**src/rtl/debounce_pkg.sv**
```systemverilog
// Shared types and helpers for the button debouncer.
package debounce_pkg;

  // Encoding keeps out == state[1] and busy == state[0], so both outputs
  // come straight from flops with no decode logic.
  typedef enum logic [1:0] {
    IDLE_LOW     = 2'b00,
    CONFIRM_HIGH = 2'b01,
    IDLE_HIGH    = 2'b10,
    CONFIRM_LOW  = 2'b11
  } deb_state_e;

  // Width of a counter that can hold 0..stable_cycles.
  function automatic int unsigned cnt_width(input int unsigned stable_cycles);
    return (stable_cycles < 2) ? 1 : $clog2(stable_cycles + 1);
  endfunction

endpackage

```
**src/rtl/debounce_channel.sv**
```systemverilog
// One debounce channel: two-flop synchronizer, confirm FSM and counter.
module debounce_channel
  import debounce_pkg::*;
#(
  parameter int unsigned STABLE_CYCLES = 4
) (
  input  logic clock,
  input  logic reset,
  input  logic raw,
  output logic out,
  output logic busy
);

  localparam int unsigned CW = cnt_width(STABLE_CYCLES);
  localparam logic [CW-1:0] CNT_LAST = CW'(STABLE_CYCLES - 1);
  localparam logic [CW-1:0] CNT_ONE  = CW'(1);

  logic          sync1;
  logic          s;
  deb_state_e    state;
  deb_state_e    state_d;
  logic [CW-1:0] cnt;
  logic [CW-1:0] cnt_d;

  // Bring the asynchronous input into the clock domain.
  always_ff @(posedge clock or negedge reset) begin
    if (!reset) begin
      sync1 <= 1'b0;
      s     <= 1'b0;
    end else begin
      sync1 <= raw;
      s     <= sync1;
    end
  end

  // Next state: a candidate level must be seen STABLE_CYCLES times in a row.
  always_comb begin
    state_d = state;
    cnt_d   = cnt;
    case (state)
      IDLE_LOW: begin
        if (s) begin
          if (STABLE_CYCLES == 1) begin
            state_d = IDLE_HIGH;
            cnt_d   = '0;
          end else begin
            state_d = CONFIRM_HIGH;
            cnt_d   = CNT_ONE;
          end
        end
      end
      CONFIRM_HIGH: begin
        if (!s) begin
          state_d = IDLE_LOW;
          cnt_d   = '0;
        end else if (cnt == CNT_LAST) begin
          state_d = IDLE_HIGH;
          cnt_d   = '0;
        end else if (cnt != '1) begin
          cnt_d = cnt + CNT_ONE;
        end
      end
      IDLE_HIGH: begin
        if (!s) begin
          if (STABLE_CYCLES == 1) begin
            state_d = IDLE_LOW;
            cnt_d   = '0;
          end else begin
            state_d = CONFIRM_LOW;
            cnt_d   = CNT_ONE;
          end
        end
      end
      CONFIRM_LOW: begin
        if (s) begin
          state_d = IDLE_HIGH;
          cnt_d   = '0;
        end else if (cnt == CNT_LAST) begin
          state_d = IDLE_LOW;
          cnt_d   = '0;
        end else if (cnt != '1) begin
          cnt_d = cnt + CNT_ONE;
        end
      end
      default: begin
        state_d = IDLE_LOW;
        cnt_d   = '0;
      end
    endcase
  end

  // State and counter registers.
  always_ff @(posedge clock or negedge reset) begin
    if (!reset) begin
      state <= IDLE_LOW;
      cnt   <= '0;
    end else begin
      state <= state_d;
      cnt   <= cnt_d;
    end
  end

  assign out  = state[1];
  assign busy = state[0];

endmodule

```
**src/rtl/button_debouncer.sv**
```systemverilog
// Multi-channel debouncer: WIDTH independent debounce_channel instances.
module button_debouncer
  import debounce_pkg::*;
#(
  parameter int unsigned WIDTH         = 4,
  parameter int unsigned STABLE_CYCLES = 4
) (
  input  logic             clock,
  input  logic             reset,
  input  logic [WIDTH-1:0] raw,
  output logic [WIDTH-1:0] out,
  output logic [WIDTH-1:0] busy
);

  for (genvar i = 0; i < WIDTH; i++) begin : gen_ch
    debounce_channel #(
      .STABLE_CYCLES(STABLE_CYCLES)
    ) u_ch (
      .clock(clock),
      .reset(reset),
      .raw  (raw[i]),
      .out  (out[i]),
      .busy (busy[i])
    );
  end

endmodule

```
**config.mk**
```make
export PLATFORM = sky130hd
export DESIGN_NAME = button_debouncer
export DESIGN_NICKNAME = d
export VERILOG_FILES = /design/src/rtl/debounce_pkg.sv /design/src/rtl/debounce_channel.sv /design/src/rtl/button_debouncer.sv
export SDC_FILE = /design/constraint.sdc
export NUM_CORES = 1
export LEC_CHECK = 0
export CORE_ASPECT_RATIO = 0.7
export CORE_MARGIN = 2
export CORE_UTILIZATION = 26
export CTS_CLUSTER_DIAMETER = 100
export DETAILED_ROUTE_END_ITERATION = 8
export PLACE_DENSITY_LB_ADDON = 0.2
export SLEW_MARGIN = 20
export SYNTH_ARGS = -nofsm -noshare
export SYNTH_HDL_FRONTEND = slang
export SYNTH_HIERARCHICAL = 1
export SYNTH_SLANG_ARGS = --single-unit
```
**constraint.sdc**
```tcl
create_clock -name clock -period 2.4 [get_ports clock]
set_input_delay 0.48 -clock clock [delete_from_list [all_inputs] [get_ports clock]]
set_output_delay 0.48 -clock clock [all_outputs]
set_load 0.005 [all_outputs]
```
==> results.md <==
* Worst Path Buf+Inv at 1
* Setup Fix Bufs, Post-CTS at 0
* R2r worst-path depth at 4
* Yosys warns at 6
* Net Switching at approximately 530 uW
* Rel. slew slack at 76.66%
* Sink of the worst hold path: gen_ch[1].u_ch/s
* Router iterations before antenna repair at 4
* Layout Nets at between 100 and 150
* Delay of the slowest critical-path stage at about 0.53 ns
* Max_cap viols at 0
* Die width at 84.26 um
* TritonCTS clock tree: done
* Fin Hold WS at approximately 0.35 ns
* Unrepaired setup endpoints after global routing: no
* Clk Latency, worst-skew pair at about 0.26 ns
* Critical Path End Type: output port
* Worst Path Required at roughly 1.9 ns
* Root Driver: clkbuf_8
* Largest net degree at the start of global routing at 29
* First-pass GRT wire length at between 3000 and 4000 um
* DRT antenna net count at 0
* Dpl ws at 0.9673 ns
* Finished Core Util at between 30% and 40%
* Final period util at 71.78%
* Final setup TNS at 0 ns
* Lkg Pwr at between 0.0006 and 0.0007 uW
* Clock share of power at 17.4%
* Logic pwr share at between 30 and 40%
* Crit. path cell count at 1
* Area of the core at 4329 um^2
* GP Congestion at ~0.81
* DRC at 0
* Register bit total from synthesis at 28
* CTS Sinks at 28
* Slew at the pin closest to its max-slew limit at 0.3500 ns
* Io pins at 14
* Top cell type by total area after synthesis: dfrtp_1
* FMAX at roughly 0.58 GHz
* Routed wire per std cell at about 11 um
* VDD IR max at approximately 370 uV
* Flop2flop setup slack at approximately 1.1 ns
* Min cycle time layout at about 1.7 ns
* Worst hold path class: flip-flop to flip-flop
* Number of global-route vias before repair at 743
* Final hold violation count at 0
* Final setup violation count at 0
* Num CTS Buffers at 3
* Detailed Route Iter0 Violations at 11
* CP startpoint kind: flip-flop
* Top Layer Used: met4
* GRT Overall Usage at 8.570%
* Sw Ratio at 32.86%
* Worst r2r src: gen_ch[2].u_ch/cnt[0]
* Seq pwr share at around 47%
* Port Buffers at 13
* WL met2 at 785 um
* Worst Hold Path Cells at 0
* Routed wl met3 at around 110 um
* Register area share after synthesis at about three fifths
* Commonest non-fill, non-tap cells in the layout: dfrtp_1, nor2_1, clkdlybuf4s50_1
* Crit path arrival time at 1.24 ns
* Synth unique cells at 23
* Total power at between 1500 and 2000 uW
* Initial antenna violation count at 0
* Post-CTS sizing at 0
* Clock-pin slew on the worst setup and hold paths at 0.09 ns
* Syn avg cell area at 11.72 um^2
* Net Count, Synth at 110
* Worst Clk Skew at about 0.0014 ns
* H-tree levels at 1
* Internal at ~1100 uW
* Syn Std Cell Area at about 1200 um^2
* Metal1 wirelength at approximately 940 um
* # rows at 20
* Area delta synth->final at 22.31%
* Hold Crit Start: gen_ch[1].u_ch/sync1
* Max-slew violations at 0
* Crit-path cells: clkdlybuf4s50_1
* Total Die Area at between 5000 and 6000 um^2
* Synth area leaders: dfrtp_1, ha_1, nor2_1
* Commonest non-fill, non-tap cell in the layout: dfrtp_1
* Post-DP HPWL at approximately 1300 um
* CTS max path bufs at 2
* Yosys top cell area share at between 50% and 60%
* CP Class: flip-flop to output port
* Initial Util at a little over a quarter
* Total grt overflow at 0
* Post-Syn Instances at 100
* Final WL at 1840 um
* Vias/cell at 4.335
* CP delay by family, top: buffers and inverters
* CP max-delay cell: clkdlybuf4s50_1
* Slack of the critical path at 0.6773 ns
* Vias at between 700 and 800
* Share of cells above drive strength 1 at slightly below 6%
* Total power density per cell area at about 1100 nW/um^2
* Diode count at 0
* Hold Buf Count CTS at 0
* Die Y at between 60 and 70 um
* Critical path fanouts, max at 7
* Status: completed
logic make-up after synthesis:
logic type,synth area share (%)
compound gates,11.53
xor+xnor,6.617
fa+ha+maj,4.269
flops,59.77
mux,3.842
simple gates,13.98
cell type report:
cell class                      instances  area (um^2)
Multi-Input combinational cell         72        471.7
Timing Repair Buffer                   14        137.6
Tap cell                               55        68.82
Clock buffer                            4        55.05
Sequential cell                        28        700.7
Fill cell                             433         2895
per-stage QoR:
| stage | cell area (um^2) | std cells |
|---|---|---|
| floorplan | 1172 | 100 |
| global placement | 1379 | 169 |
| detailed placement | 1379 | 169 |
| CTS | 1434 | 173 |
| global route | 1434 | 173 |
| finish | 1434 | 173 |
per-layer routing:
layer	up-vias	track usage, %
met3	2	3.177
met5	-	0
met1	350	11.40
li1	384	-
met2	14	13.38
met4	0	2.074
synthesized netlist by cell type:
| library cell | count |
|---|---|
| a21boi_1 | 3 |
| a21o_1 | 1 |
| a21oi_1 | 1 |
| a31oi_1 | 3 |
| and2_1 | 1 |
| dfrtp_1 | 28 |
| ha_1 | 4 |
| mux2_1 | 3 |
| mux2_2 | 1 |
| nand2_1 | 10 |
| nand2b_1 | 3 |
| nand3_1 | 4 |
| nand3b_1 | 1 |
| nand4_1 | 1 |
| nor2_1 | 13 |
| nor2b_1 | 3 |
| o21a_1 | 1 |
| o21ai_0 | 4 |
| o22ai_1 | 3 |
| o2bb2ai_1 | 4 |
| xnor2_1 | 4 |
| xor2_1 | 3 |
| xor2_2 | 1 |
worst max-delay path by stage:
stage | start | end | slack, ns
2_1_floorplan | gen_ch[2].u_ch/cnt[0] | flip-flop | 1.20
3_3_place_gp | gen_ch[2].u_ch/state[0] | busy[2] | 0.98
3_5_place_dp | gen_ch[2].u_ch/state[0] | busy[2] | 0.97
4_1_cts | gen_ch[2].u_ch/state[0] | busy[2] | 0.66
5_1_grt | gen_ch[1].u_ch/state[0] | busy[1] | 0.59
6_report | gen_ch[2].u_ch/state[0] | busy[2] | 0.68
power groups by stage:
stage	Clock, uW	Sequential [uW]	Combinational, uW
3_3_place_gp	0	754	570
6_report	279	752	576
3_5_place_dp	0	761	583
2_1_floorplan	0	744	358
5_1_grt	321	785	669
4_1_cts	299	753	585
Power figures use the tool's default switching activity.
